==> config.mk <==
export PLATFORM = sky130hd
export DESIGN_NAME = multdiv_sequencer
export DESIGN_NICKNAME = d
export VERILOG_FILES = /design/src/rtl/multdiv_pkg.sv /design/src/rtl/multdiv_iter_step.sv /design/src/rtl/multdiv_sequencer.sv
export SDC_FILE = /design/constraint.sdc
export NUM_CORES = 1
export LEC_CHECK = 0
export ABC_CLOCK_PERIOD_IN_PS = 7160
export CORE_ASPECT_RATIO = 0.75
export CORE_MARGIN = 1.5
export CORE_UTILIZATION = 40
export DETAILED_ROUTE_END_ITERATION = 8
export DONT_BUFFER_PORTS = 1
export PLACE_DENSITY = 0.53
export SLEW_MARGIN = 10
export SYNTH_ARGS = -nofsm -noshare
export SYNTH_HDL_FRONTEND = slang
export SYNTH_HIERARCHICAL = 1
export SYNTH_SLANG_ARGS = --single-unit
==> constraint.sdc <==
create_clock -name clk -period 7.16 [get_ports clk]
set_clock_uncertainty 0.2 [all_clocks]
set_input_delay 1.432 -clock clk [delete_from_list [all_inputs] [get_ports clk]]
set_output_delay 1.432 -clock clk [all_outputs]
set_load 0.02 [all_outputs]
==> src/rtl/multdiv_pkg.sv <==
// Shared types and constants for the iterative multiply/divide sequencer.
// Holds the operation and FSM state encodings, the default operand width,
// and small helpers that classify an operation.
package multdiv_pkg;

    localparam int unsigned MD_WIDTH = 32;
    localparam int unsigned MD_CNT_W = $clog2(MD_WIDTH + 1);

    typedef enum logic [1:0] {
        OP_MULT  = 2'd0,
        OP_MULTU = 2'd1,
        OP_DIV   = 2'd2,
        OP_DIVU  = 2'd3
    } md_op_t;

    typedef enum logic [1:0] {
        ST_IDLE = 2'd0,
        ST_CALC = 2'd1,
        ST_FIX  = 2'd2
    } md_state_t;

    // Divide class: op[1] set for DIV/DIVU.
    function automatic logic md_is_div(input md_op_t op);
        return op[1];
    endfunction

    // Signed class: op[0] clear for MULT/DIV.
    function automatic logic md_is_signed(input md_op_t op);
        return ~op[0];
    endfunction

endpackage

==> src/rtl/multdiv_iter_step.sv <==
// One combinational iteration of the multiply/divide datapath.
// Ports:
//   is_div_i  - 1: restoring-divide step, 0: shift-add multiply step
//   acc_i     - product accumulator, or remainder in the low WIDTH+1 bits
//   opa_i     - shifted multiplicand, or dividend/quotient shift register
//   opb_i     - remaining multiplier, or divisor
//   acc_o     - next accumulator / remainder
//   q_bit_o   - quotient bit produced by a divide step (0 for multiply)
module multdiv_iter_step
    import multdiv_pkg::*;
#(
    parameter int unsigned WIDTH = MD_WIDTH
) (
    input  logic                 is_div_i,
    input  logic [2*WIDTH-1:0]   acc_i,
    input  logic [2*WIDTH-1:0]   opa_i,
    input  logic [WIDTH-1:0]     opb_i,
    output logic [2*WIDTH-1:0]   acc_o,
    output logic                 q_bit_o
);

    localparam int unsigned W2 = 2 * WIDTH;

    logic [WIDTH:0]   rem_sh;
    logic [WIDTH+1:0] diff;

    // Remainder never exceeds the divisor, so its top bit is always clear
    // before the shift; the next dividend bit enters from the MSB side.
    assign rem_sh = {acc_i[WIDTH-1:0], opa_i[WIDTH-1]};
    assign diff   = {1'b0, rem_sh} - {2'b00, opb_i};

    always_comb begin
        acc_o   = acc_i;
        q_bit_o = 1'b0;
        if (is_div_i) begin
            if (!diff[WIDTH+1]) begin
                acc_o   = W2'(diff[WIDTH:0]);
                q_bit_o = 1'b1;
            end else begin
                acc_o   = W2'(rem_sh);
            end
        end else if (opb_i[0]) begin
            acc_o = acc_i + opa_i;
        end
    end

endmodule

==> src/rtl/multdiv_sequencer.sv <==
// Iterative multiply/divide controller owning the HI/LO registers.
// A one-cycle start in IDLE latches operand magnitudes, WIDTH iterations run
// in CALC, FIX applies sign correction and writes HI/LO with a done pulse.
// Ports:
//   clk, reset   - rising-edge clock, synchronous active-high reset
//   start, op    - request strobe (IDLE only) and operation (md_op_t)
//   a, b         - rs / rt operands
//   busy         - operation in flight
//   done, wehilo - one-cycle completion / HI-LO write strobe (identical)
//   hi, lo       - HI (upper product / remainder), LO (lower / quotient)
//   div_by_zero  - last divide had a zero divisor
// Optional: MULTDIV_EARLY_OUT_EN ends multiplies once the multiplier is spent.
module multdiv_sequencer
    import multdiv_pkg::*;
#(
    parameter int unsigned WIDTH = MD_WIDTH
) (
    input  logic             clk,
    input  logic             reset,
    input  logic             start,
    input  md_op_t           op,
    input  logic [WIDTH-1:0] a,
    input  logic [WIDTH-1:0] b,
    output logic             busy,
    output logic             done,
    output logic             wehilo,
    output logic [WIDTH-1:0] hi,
    output logic [WIDTH-1:0] lo,
    output logic             div_by_zero
);

    localparam int unsigned W2    = 2 * WIDTH;
    localparam int unsigned CNT_W = $clog2(WIDTH + 1);

    md_state_t          state_q, state_d;
    md_op_t             op_q, op_d;
    logic [W2-1:0]      acc_q, acc_d;
    logic [W2-1:0]      opa_q, opa_d;
    logic [WIDTH-1:0]   opb_q, opb_d;
    logic               neg_a_q, neg_a_d;
    logic               neg_b_q, neg_b_d;
    logic [CNT_W-1:0]   cnt_q, cnt_d;
    logic               busy_q, busy_d;
    logic               done_q, done_d;
    logic [WIDTH-1:0]   hi_q, hi_d;
    logic [WIDTH-1:0]   lo_q, lo_d;
    logic               dbz_q, dbz_d;

    logic               a_neg, b_neg;
    logic [WIDTH-1:0]   a_mag, b_mag;
    logic [W2-1:0]      step_acc;
    logic               step_q_bit;
    logic               early_out;
    logic [W2-1:0]      prod_fix;
    logic [WIDTH-1:0]   rem_fix, quo_fix;

    // Operand magnitudes; |-2^(WIDTH-1)| wraps to itself and is read unsigned.
    assign a_neg = md_is_signed(op) & a[WIDTH-1];
    assign b_neg = md_is_signed(op) & b[WIDTH-1];
    assign a_mag = a_neg ? -a : a;
    assign b_mag = b_neg ? -b : b;

    multdiv_iter_step #(.WIDTH(WIDTH)) u_step (
        .is_div_i (md_is_div(op_q)),
        .acc_i    (acc_q),
        .opa_i    (opa_q),
        .opb_i    (opb_q),
        .acc_o    (step_acc),
        .q_bit_o  (step_q_bit)
    );

`ifdef MULTDIV_EARLY_OUT_EN
    // Multiply may stop once the multiplier after this shift is zero.
    assign early_out = ~md_is_div(op_q) && (opb_q[WIDTH-1:1] == '0);
`else
    assign early_out = 1'b0;
`endif

    // Sign correction; unsigned ops latch both sign flags as zero. The
    // remainder follows the dividend sign, which also restores raw a when
    // the divisor is zero (remainder then equals |a|).
    assign prod_fix = (neg_a_q ^ neg_b_q) ? -acc_q : acc_q;
    assign rem_fix  = neg_a_q ? -acc_q[WIDTH-1:0] : acc_q[WIDTH-1:0];
    assign quo_fix  = (neg_a_q ^ neg_b_q) ? -opa_q[WIDTH-1:0] : opa_q[WIDTH-1:0];

    // Next-state and datapath control.
    always_comb begin
        state_d = state_q;
        op_d    = op_q;
        acc_d   = acc_q;
        opa_d   = opa_q;
        opb_d   = opb_q;
        neg_a_d = neg_a_q;
        neg_b_d = neg_b_q;
        cnt_d   = cnt_q;
        busy_d  = busy_q;
        done_d  = 1'b0;
        hi_d    = hi_q;
        lo_d    = lo_q;
        dbz_d   = dbz_q;
        unique case (state_q)
            ST_IDLE: begin
                if (start) begin
                    state_d = ST_CALC;
                    op_d    = op;
                    acc_d   = '0;
                    opa_d   = W2'(a_mag);
                    opb_d   = b_mag;
                    neg_a_d = a_neg;
                    neg_b_d = b_neg;
                    cnt_d   = '0;
                    busy_d  = 1'b1;
                    dbz_d   = 1'b0;
                end
            end
            ST_CALC: begin
                acc_d = step_acc;
                opa_d = {opa_q[W2-2:0], md_is_div(op_q) & step_q_bit};
                opb_d = md_is_div(op_q) ? opb_q : (opb_q >> 1);
                cnt_d = cnt_q + CNT_W'(1);
                if (cnt_q == CNT_W'(WIDTH - 1) || early_out) begin
                    state_d = ST_FIX;
                end
            end
            ST_FIX: begin
                state_d = ST_IDLE;
                busy_d  = 1'b0;
                done_d  = 1'b1;
                if (md_is_div(op_q)) begin
                    hi_d  = rem_fix;
                    dbz_d = (opb_q == '0);
                    lo_d  = (opb_q == '0) ? '1 : quo_fix;
                end else begin
                    hi_d = prod_fix[W2-1:WIDTH];
                    lo_d = prod_fix[WIDTH-1:0];
                end
            end
            default: state_d = ST_IDLE;
        endcase
    end

    // State and datapath registers.
    always_ff @(posedge clk) begin
        if (reset) begin
            state_q <= ST_IDLE;
            op_q    <= OP_MULT;
            acc_q   <= '0;
            opa_q   <= '0;
            opb_q   <= '0;
            neg_a_q <= 1'b0;
            neg_b_q <= 1'b0;
            cnt_q   <= '0;
            busy_q  <= 1'b0;
            done_q  <= 1'b0;
            hi_q    <= '0;
            lo_q    <= '0;
            dbz_q   <= 1'b0;
        end else begin
            state_q <= state_d;
            op_q    <= op_d;
            acc_q   <= acc_d;
            opa_q   <= opa_d;
            opb_q   <= opb_d;
            neg_a_q <= neg_a_d;
            neg_b_q <= neg_b_d;
            cnt_q   <= cnt_d;
            busy_q  <= busy_d;
            done_q  <= done_d;
            hi_q    <= hi_d;
            lo_q    <= lo_d;
            dbz_q   <= dbz_d;
        end
    end

    assign busy        = busy_q;
    assign done        = done_q;
    assign wehilo      = done_q;
    assign hi          = hi_q;
    assign lo          = lo_q;
    assign div_by_zero = dbz_q;

endmodule
### Word-level counts from Yosys, hierarchy flattened

Cells that the tools add are included.

* register bits: 239
* bits of input ports: 69
* output and inout bits: 68
* logic and storage cells: 76

* add/subtract/negate cells: 8
* eq/ne operators: 8
* multiplexer cells: 31
* bitwise gates (word level): 5
* reduce and logical (&&, ||, !) cells: 11

Operators by type and width (count)
* 2-to-1 mux 64 bit: 5
* 2-to-1 mux 32 bit: 9
* case mux 64 bit (2 select lines): 2
* negator 32 bit: 4
* adder 64 bit: 1
* negator 64 bit: 1
* case mux 32 bit (2 select lines): 1
* subtractor 33 x 32 -> 34 bit: 1
* 2-to-1 mux 33 bit: 1
* zero test 32 bit: 1
* case mux 6 bit (2 select lines): 1
* AND reduction 3 bit: 3
* inequality test 2 bit (second input constant): 4
* AND reduction 2 bit: 4
* adder 6 x 1 -> 6 bit (second input constant): 1
* == test 6 x 5 -> 1 bit (second input constant): 1
* 2-to-1 mux 1 bit: 6
* 2-to-1 mux 6 bit: 1
* 2-to-1 mux 2 bit: 2
* case mux 1 bit (2 select lines): 2
* case mux 2 bit (2 select lines): 1
* nonzero test 2 bit: 2
* AND 1 bit: 3
* inequality test 3 bit (second input constant): 1
* 5 further kinds: 5

### Longest topological paths before layout

* depth after elaboration: 5
* mapped depth: 15
* depth with buffers taken out: 14

### By module

The synthesis kept the hierarchy.

Modules (own cells, without submodules)
* multdiv_sequencer: instances 1, cells an instance 1601, area each 13133.8 sq um, sequential area each 4764.6 sq um
* multdiv_iter_step: instances 1, cells an instance 1017, area each 6835.3 sq um, sequential area each 0.0 sq um

### Least setup slack after synthesis

Ideal clock, no wire load.

* kind: input port to flip-flop
* from: input port a[15]
* to: register opa_q[26]
* setup time: 134 ps
* arrival: 3260 ps
* required time: 6826 ps
* slack: 3566 ps
* stages: 6
* buffers on the path: 0
* cell sequence: or3_1 -> or4_1 -> nor4_1 -> a31oi_1 -> xnor2_1 -> o22ai_1

* longest elaborated chain between the ends: 4

Ends and longest elaborated chain
* start, declared: RTL line multdiv_sequencer.sv:22 `input logic [WIDTH-1:0] a,`
* negator 32 bit: RTL line multdiv_sequencer.sv:60 `assign a_mag = a_neg ? -a : a;`
* 2-to-1 mux 32 bit: RTL line multdiv_sequencer.sv:60
* 2-to-1 mux 64 bit: RTL line multdiv_sequencer.sv:103 `if (start) begin`
* case mux 64 bit (2 select lines): RTL line multdiv_sequencer.sv:101 `unique case (state_q)`
* end signal, assigned: RTL line multdiv_sequencer.sv:162 `opa_q <= opa_d;`
* end, declared: RTL line multdiv_sequencer.sv:38 `logic [W2-1:0] opa_q, opa_d;`

Every way passes these cells. The select of a mux whose other input is x is not followed.
A chain may end at the register's enable or synchronous reset.

### Worst setup path after layout

* from: register acc_q[0]
* to: register acc_q[22]

* longest elaborated chain between the ends: 4
* elaborated cells on any way between the ends: 6
* those cells by class: add/sub (2); mux (4)

Ends and longest elaborated chain
* start, declared: RTL line multdiv_sequencer.sv:37 `logic [W2-1:0] acc_q, acc_d;`
* start signal, assigned: RTL line multdiv_sequencer.sv:147 `acc_q <= '0;`
* start signal, assigned: RTL line multdiv_sequencer.sv:161 `acc_q <= acc_d;`
* adder 64 bit / subtractor 33 x 32 -> 34 bit (equally long branches): RTL line multdiv_iter_step.sv:43, multdiv_iter_step.sv:30
* 2-to-1 mux 64 bit / 2-to-1 mux 33 bit (equally long branches): RTL line multdiv_iter_step.sv:42, multdiv_iter_step.sv:36
* 2-to-1 mux 64 bit (*): RTL line multdiv_iter_step.sv:35 `if (is_div_i) begin`
* via step_acc[22]: RTL line multdiv_sequencer.sv:51 `logic [W2-1:0] step_acc;`
* case mux 64 bit (2 select lines) (*): RTL line multdiv_sequencer.sv:101

The timed path passes the listed nets; every way through them passes the cells marked *. The select of a mux whose other input is x is not followed.

==> results.yml <==
timing:
  fmax_mhz: 218
  period_minus_slack_ns: 4.58
  setup_violations: 0
  worst-slew-pin-transition_ns: 1.24
  rsz0062_at_grt: "no"
  hold_viol: 0
  tns_ns: 0
  finalMaxSlewViolations: 0
  period_share_pct: 64.0
  slew_headroom_pct: 17.3
floorplan:
  die_h_um: 197
  start_util_pct: 40.7
  rows: 70
  floorplan.die.width_um: 261
  pin_count: 137
  core-area_um2: 49000
  die_area_um2: 51300
power:
  netSwitchingPower_mw: 4.10
  clockPowerShare_pct: 19.0
  fin_total_pwr_mw: 8.03
  p_sw_share_pct: 51.0
  combPwrFrac_pct: 56.6
  power.density_nw_per_um2: 376
  seqPwrFrac_pct: 24.4
  leakagePower_nw: 8.44
  intPower_mw: 3.94
  max-vdd-ir-drop_mv: 0.206
detailed_routing:
  vias_per_cell: 6.56
  drt-total-wl_mm: 79.6
  via_count: 20800
  drc: 0
  drtAntennaViolNets: 0
  wire_per_inst_um: 25.1
  dr.pass1.iters: 8
  drtIter0Drc: 2208
cells_and_area:
  drive_gt1_share_pct: 6.35
  area_growth_syn_to_layout_pct: 7.13
  final_common_cell: "nor2_1"
  layout_common_cells: "237 x nor2_1, 236 x dfxtp_1, 217 x a21oi_1"
  stdcell_count: 3174
  utilization_pct: 43.6
  finalNetCount: 2671
global_routing:
  grt_max_degree: 143
  antenna_found_initial: 4
  grt_pass1_wl_mm: 120
  grt_usage_pct: 30.2
  globalRoute.totalOverflow: 0
  grt_pass1_vias: 18700
cts:
  cts_buffers: 28
  cts_sinks: 238
  h-tree-depth: 1
  root_buffer: "clkbuf_16"
  holdBufCountCts: 0
  cts_buffer_depth: 3
  path_clk_slew_ns: 0.06
  cts_setup_buffers: 0
  ctsResizeCount: 0
  insertion_delay_ns: 0.59
  cts_tree: "yes"
logic_synthesis:
  synth_top_flop_cell: "dfxtp_1"
  synth-seq-cells: 238
  syn_area_um2: 20000
  synth_cell_types: 102
  synth_edf_count: 0
  synthesis.nets: 2789
  ys_seq_area_share_pct: 23.9
  ys_async_sr_fraction_pct: 0
  syn_avg_cell_area_um2: 7.63
  syn_inst: 2618
  yosysWarnings: 6
setup_path:
  arrival_ns: 4.85
  crit_path_start_kind: "flip-flop"
  r2r_setup_slack_ns: 2.58
  r2r-start: "acc_q[0]"
  ff2ff_path_depth: 12
  crit_fanout: 18
  crit_required_ns: 7.42
  rr_endpoint: "acc_q[22]"
  crit_type: "flip-flop to flip-flop"
  end_kind: "flip-flop"
min_path:
  worstHoldStart: "opb_q[16]"
  min_to: "opb_q[16]"
  min_path_type: "flip-flop to flip-flop"
  min_delay_path_depth: 2
placement:
  place_congestion: 0.929
  dpl.hpwl_mm: 59.4
  dp.cells: 3118
  io_buffers: 0
job:
  cap_viol_max_count: 0
status:
  outcome: "completed"
==> through the flow <==
step | area [um^2] | worst slack, ns | hold WS (ns)
floorplan | 20000 | 3.57 | 0.256
global placement | 20400 | 2.74 | 0.277
detailed placement | 20400 | 2.67 | 0.282
CTS | 21400 | 2.65 | 0.292
global route | 21400 | 2.28 | 0.323
finish | 21400 | 2.58 | 0.298
==> layer usage <==
metal  wire, um  vias up  part of all wire [%]  global-route usage (%)
li1           -     9604                     -                       -
met5         15        -                 0.019                       0
met4       1520        2                   1.9                    6.39
met1      38400    10200                    48                    46.3
met3       8480      115                    11                    8.80
met2      31100      947                    39                    40.9
==> state kept, by name (all words and copies together), names as in the netlist <==
signal and flops:
acc_q 64, busy 1, cnt_q 6, div_by_zero 1, done 1, hi 32
lo 32, neg_a_q 1, neg_b_q 1, op_q 1, opa_q 64, opb_q 32
state_q 2
==> cells in the mapped netlist (7+ instances only) <==
cell type    n  area [um^2]
xnor2_1    137         1200
a31oi_1     64          400
nor2b_1     29          181
or3_1       32          200
nand4_1     30          188
a22o_1      82          718
inv_1       86          323
a221oi_1    11         96.3
a311oi_1    13          114
o41ai_1     18          158
nand2_1    197          739
dfxtp_1    238         4760
nor4_1      33          206
xor2_1      88          771
a21o_1      61          458
a41oi_1      9         78.8
clkbuf_1   134          503
a221o_1     10          100
a2111oi_0    7         61.3
o31a_1       8         70.1
o221ai_1     8         70.1
nand3_1     49          245
nand2b_1    29          181
ha_1       100         1250
a21oi_1    217         1090
and2_1      13         81.3
and3_1      13         81.3
a211oi_1    37          278
buf_2       19         95.1
buf_1       33          124
o21ai_0    129          646
o21a_1       7         52.6
o31ai_1     37          278
nor2_1     240          901
o21bai_1    13         97.6
nor3_1      50          250
o21ai_1     10         50.1
o22ai_1     43          269
mux2i_1     38          380
or2_2        7         43.8
o211ai_1    29          218
or4_1       23          173
a22oi_1     62          465
==> kinds of logic (layout without fill, tap and decap cells) <==
family                   Yosys count  after routing  share of synthesized area (%)
AO/OA/AOI/OAI                    947            947                           32.7
XOR/XNOR                         225            225                           9.87
adder cells (fa/ha/maj)          102            102                           6.47
buffers and inverters            276            179                           5.39
flip-flops                       238            238                           23.9
multiplexers                      42             42                           2.13
other                              0              5                              0
AND/OR/NAND/NOR                  788            788                           19.6
==> area by class of cell <==
type                    instances  area (um^2)
well taps                     648          811
diodes                          5         12.5
multi-input cells            2104        14200
inverters                      86          323
repair buffers                 42          315
flip-flops and latches        238         4770
clock inverters                15          178
fillers                      4964        27700
clock buffers                  36          781
==> worst max path at each step <==
stage / start / endpoint / slack (ns) / cells past startpoint
6_report: acc_q[0] / acc_q[22] / 2.58 / 12
5_1_grt: acc_q[0] / acc_q[29] / 2.28 / 12
4_1_cts: acc_q[0] / acc_q[29] / 2.65 / 12
3_5_place_dp: acc_q[0] / acc_q[22] / 2.67 / 12
3_3_place_gp: opb_q[0] / acc_q[29] / 2.74 / 12
2_1_floorplan: a[15] / opa_q[26] / 3.57 / 6
==> power by group through the flow <==
stage	clock [mW]	combinational, mW	sequential [mW]
floorplan	0	3.34	1.70
global placement	0	4.41	1.95
detailed placement	0	4.40	1.96
CTS	1.56	4.42	1.93
global route	1.61	4.93	1.97
finish	1.53	4.55	1.96
==> critical path: stages (launching register included) <==
cell and delay [ns]:
dfxtp_1 0.61, ha_1 0.31, nor2b_1 0.13, o21ai_0 0.23, o21ai_0 0.24, o21ai_1 0.45, o22ai_1 0.27, a31oi_1 0.61
o31a_1 0.80, a21oi_1 0.10, a22oi_1 0.19, a21oi_1 0.09, a22o_1 0.23
No activity file was read; power rests on OpenSTA's default activity.
==> RTL edit 1 (same flow settings) <==
Compare `cnt_q` against `CNT_W'(WIDTH - 1)` with >= in place of ==.
--- a/src/rtl/multdiv_sequencer.sv
+++ b/src/rtl/multdiv_sequencer.sv
@@ -119,5 +119,5 @@
                 opb_d = md_is_div(op_q) ? opb_q : (opb_q >> 1);
                 cnt_d = cnt_q + CNT_W'(1);
-                if (cnt_q == CNT_W'(WIDTH - 1) || early_out) begin
+                if (cnt_q >= CNT_W'(WIDTH - 1) || early_out) begin
                     state_d = ST_FIX;
                 end
Check against the original RTL: same outputs for any inputs over 10 cycles, from zero or initial values and one cycle with reset high; that may be too few to reach the edited logic, so the function may still have changed.
==> RTL edit 1 against the original RTL <==
Maximum frequency down 4.4%. Critical endpoint unchanged. Setup slack lost 0.21 ns. Core utilization shrank 0.053 points. Routed wire length is 4.9% higher. Critical path depth stayed put. Sequential cell count is the same. Area after synthesis rose by 0.27%. Cell area is 0.12% lower.
Power is not compared: it rests on default switching activity, and its combinational part moved more than twofold at a synthesized area within 25%.
==> RTL edit 1: results (changes against the original RTL) <==
----------------------------------------------------
[Layout]
  Final net count ... 2714 (was 2671)
  Ratio of cells with drive above 1 in the final layout ... 0.0554 (was 0.0635)
  FILL cells ... 5040 (was 4964)

[Synth]
  Register area share after synthesis ... 0.238 (was 0.239)
  Synth Net Count ... 2830 (was 2789)
  Largest cells by area after synthesis ... sky130_fd_sc_hd__dfxtp_1 (24%), sky130_fd_sc_hd__a21oi_1 (7.0%), sky130_fd_sc_hd__ha_1 (6.2%), sky130_fd_sc_hd__xnor2_1 (5.6%), sky130_fd_sc_hd__nand2_1 (4.7%) (was sky130_fd_sc_hd__dfxtp_1 (24%), sky130_fd_sc_hd__ha_1 (6.3%), sky130_fd_sc_hd__xnor2_1 (6.0%), sky130_fd_sc_hd__a21oi_1 (5.4%), sky130_fd_sc_hd__nor2_1 (4.5%))
  Yosys cell types ... 101 (was 102)
  Post-Synthesis Mean Instance Area ... 7.53 sq um (was 7.63 sq um)

[Routing]
  Uppermost layer routed ... met4 (was met5)
  Initial DRT Pass Iterations ... 6 (was 8)
  Routed length on met3 ... 11400 um (was 8480 um)
  Ratio of routed vias to standard cells ... 6.46 (was 6.56)
  Detailed-route via count ... 20700 (was 20800)
  Iteration-0 DRC Markers ... 2754 (was 2208)
  Routed wl met2 ... 30800 um (was 31100 um)
  Routed length per placed instance ... 26.0 um (was 25.1 um)

[Global routing]
  Overall global routing resource usage ... 0.316 (was 0.302)
  Pin count of the biggest net entering global routing ... 124 (was 143)
  Met3 global-route usage ... 0.124 (was 0.0880)
  Met2 layer usage reported by global route ... 0.402 (was 0.409)
  Global-route wire length before repair ... 123000 um (was 120000 um)
  Antenna violations before repair ... 2 (was 4)

[STA]
  Worst slack on hold paths ... 0.258 ns (was 0.298 ns)
  Least-Margin Pin Slew ... 1.25 ns (was 1.24 ns)
  Final worst setup slack ... 2.37 ns (was 2.58 ns)

[Placement]
  Total placed cells including tap cells ... 3161 (was 3118)
  Minimum setup slack after placement ... 2.54 ns (was 2.67 ns)
  Post-detailed-placement half-perimeter wirelength ... 62900 um (was 59400 um)
  Final weighted congestion in routability-driven placement ... 1.02 (was 0.929)
  Cell Area, Placed ... 0.0204 sq mm (about the same)

[Status]
  Result of the run ... finished clean (unchanged)

[Critical path]
  Worst path arrival time ... 5.07 ns (was 4.85 ns)

----------------------------------------------------
==> RTL edit 1: cell families (layout without fill, tap and decap cells) <==
group / count (synthesis) / after routing / share of synthesized area
buffers and inverters: 266 / 168 / 0.0536
DFF: 238 / 238 / 0.238
xor gates and xnor gates: 234 / 234 / 0.102
AOI/OAI and AO/OA: 916 / 916 / 0.310
adders and majority gates: 102 / 102 / 0.0645
muxes: 37 / 37 / 0.0186
and+or+nand+nor: 866 / 866 / 0.213
==> RTL edit 1: cell type report <==
cell class / instances / area share
multi-input cells: 2155 / 0.668
flip-flops and latches: 238 / 0.223
clock buffers: 43 / 0.0397
well taps: 648 / 0.0379
inverters: 83 / 0.0146
repair buffers: 37 / 0.0130
clock inverters: 5 / 0.00351
==> RTL edit 1: final timing paths <==
| path | endpoint | cells past startpoint | startpoint |
|---|---|---|---|
| max | acc_q[22]$_SDFFE_PP0P_ | 12 | acc_q[2]$_SDFFE_PP0P_ |
| min | neg_a_q$_SDFFE_PP0P_ | 2 | neg_a_q$_SDFFE_PP0P_ |
| max reg2reg | acc_q[22]$_SDFFE_PP0P_ | 12 | acc_q[2]$_SDFFE_PP0P_ |
| min reg2reg | neg_a_q$_SDFFE_PP0P_ | 2 | neg_a_q$_SDFFE_PP0P_ |
==> RTL edit 1: power groups by stage <==
stage / Sequential, mW / Combinational [mW] / Clock (mW)
5_1_grt: 1.48 / 1.29 / 1.55
6_report: 1.48 / 1.19 / 1.49
3_5_place_dp: 1.50 / 1.15 / 0
2_1_floorplan: 1.44 / 0.870 / 0
4_1_cts: 1.47 / 1.16 / 1.50
3_3_place_gp: 1.50 / 1.15 / 0
==> RTL edit 2 (same flow settings) <==
Without the edit above. The option `MULTDIV_EARLY_OUT_EN` is turned on by a define.
--- a/src/rtl/multdiv_sequencer.sv
+++ b/src/rtl/multdiv_sequencer.sv
@@ -11,4 +11,6 @@
 //   div_by_zero  - last divide had a zero divisor
 // Optional: MULTDIV_EARLY_OUT_EN ends multiplies once the multiplier is spent.
+`define MULTDIV_EARLY_OUT_EN
+
 module multdiv_sequencer
     import multdiv_pkg::*;
Behaviour: not the same (a bounded check fails within 4 cycles, from zero or initial values and one cycle with reset high).
==> RTL edit 2 against the original RTL <==
Setup slack worse by 0.071 ns. Area after synthesis up 1.3%. Routed wire length rose by 1.8%. Global-route usage decreased by 0.18 points. Cell area rose by 1.0%. Final cell count up 0.95%. Sequential cell count stayed put. Via count is essentially flat. Non-clock buffer count unchanged. Largest cell class unchanged. Synthesized cell count increased by 1.1%. Hold slack about the same.
Power is not compared: it rests on default switching activity, and its combinational part moved more than twofold at a synthesized area within 25%.
==> RTL edit 2: results (changes against the original RTL) <==
----------------------------------------------------
[Synth]
  Most frequent cells after synthesis ... sky130_fd_sc_hd__dfxtp_1 (238), sky130_fd_sc_hd__a21oi_1 (236), sky130_fd_sc_hd__nor2_1 (233) (was sky130_fd_sc_hd__nor2_1 (240), sky130_fd_sc_hd__dfxtp_1 (238), sky130_fd_sc_hd__a21oi_1 (217))
  Post-synthesis instance total ... 2648 (was 2618)

[Routing]
  Routed metal-1 wirelength ... 39100 um (was 38400 um)
  Wirelength, routed ... 81000 um (was 79600 um)
  Uppermost layer routed ... met5 (unchanged)
  Routed length on met3 ... 8920 um (was 8480 um)
  Ratio of routed vias to standard cells ... 6.49 (was 6.56)
  Detailed-route via count ... 20800 (about the same)
  Routed wl met2 ... 31300 um (was 31100 um)

[STA]
  Worst slack on hold paths ... 0.298 ns (about the same)
  Least-Margin Pin Slew ... 1.27 ns (was 1.24 ns)

[Placement]
  Post-detailed-placement half-perimeter wirelength ... 60800 um (was 59400 um)
  Total placed cells including tap cells ... 3151 (was 3118)
  Final weighted congestion in routability-driven placement ... 0.948 (was 0.929)

[Layout]
  Final net count ... 2695 (was 2671)
  FILL cells ... 5077 (was 4964)
  Regs by FF count ... acc_q x64, opa_q x64 (unchanged)

[Critical path]
  Startpoint of the most critical setup path ... acc_q[2]$_SDFFE_PP0P_ (was acc_q[0]$_SDFFE_PP0P_)
  Crit-path slowest cell ... sky130_fd_sc_hd__o31a_1 (unchanged)
  Worst stage delay on the critical path ... 0.82 ns (was 0.80 ns)
  FF-to-FF setup slack ... 2.51 ns (was 2.58 ns)

[Global routing]
  Pin count of the biggest net entering global routing ... 130 (was 143)
  Via count of the first global-routing pass ... 18600 (was 18700)
  Antenna violations before repair ... 2 (was 4)
  Overall global routing resource usage ... 0.301 (was 0.302)
  Global-route wire length before repair ... 121000 um (was 120000 um)

[CTS]
  Clock latency on the worst-skew pair ... 0.61 ns (was 0.59 ns)

[Status]
  Result of the run ... finished clean (unchanged)

----------------------------------------------------
RTL edit 2: worst min-delay path, cell delays in order, from the launching register on:
cell	delay, ns
sky130_fd_sc_hd__dfxtp_1	0.34
sky130_fd_sc_hd__nand2_1	0.06
sky130_fd_sc_hd__a21oi_1	0.05
RTL edit 2: per-stage QoR:
step / total power, mW / area (sq um) / worst slack (ns) / util
floorplan: 2.46 / 20200 / 3.63 / -
global placement: 2.84 / 20600 / 2.63 / 0.413
detailed placement: 2.84 / 20600 / 2.59 / 0.413
CTS: 4.39 / 21600 / 2.56 / 0.432
global route: 4.60 / 21600 / 2.25 / 0.432
finish: 4.40 / 21600 / 2.51 / 0.432
RTL edit 2: layout make-up:
type | instances | area (sq um) | area share
Antenna cell | 2 | 5.00 | 0.000232
Clock buffer | 37 | 754 | 0.0349
Clock inverter | 14 | 205 | 0.00949
Inverter | 93 | 349 | 0.0161
Multi-Input combinational cell | 2121 | 14400 | 0.666
Sequential cell | 238 | 4770 | 0.221
Tap cell | 657 | 822 | 0.0380
Timing Repair Buffer | 42 | 315 | 0.0146
RTL edit 2: how the worst min path moves through the flow:
stage / startpoint / to
after floorplan: opa_q[63]$_SDFFE_PP0P_ / opa_q[63]$_SDFFE_PP0P_
after global placement: opa_q[63]$_SDFFE_PP0P_ / opa_q[63]$_SDFFE_PP0P_
after detailed placement: opa_q[63]$_SDFFE_PP0P_ / opa_q[63]$_SDFFE_PP0P_
after CTS: opb_q[12]$_SDFFE_PP0P_ / opb_q[12]$_SDFFE_PP0P_
after global routing: opb_q[12]$_SDFFE_PP0P_ / opb_q[12]$_SDFFE_PP0P_
final: opb_q[12]$_SDFFE_PP0P_ / opb_q[12]$_SDFFE_PP0P_
RTL edit 2: routing by layer:
layer  GRT usage  vias to the layer above
li1            -                     9668
met1       0.464                    10100
met2       0.410                      940
met3      0.0770                      113
met4      0.0603                        2
met5           0                        -
RTL edit 2: cell families after synthesis:
kind of cell | Yosys count | synth area share
compound gates | 936 | 0.320
xor+xnor | 227 | 0.0983
fa+ha+maj | 102 | 0.0639
buf+inv | 289 | 0.0565
flops | 238 | 0.236
mux | 49 | 0.0250
simple gates | 807 | 0.201
RTL edit 2: power breakdown:
part | switching (mW) | internal (mW) | total (mW)
logic | 0.865 | 0.459 | 1.32
registers | 0.151 | 1.38 | 1.53
clock network | 0.655 | 0.889 | 1.54
total | 1.67 | 2.73 | 4.40
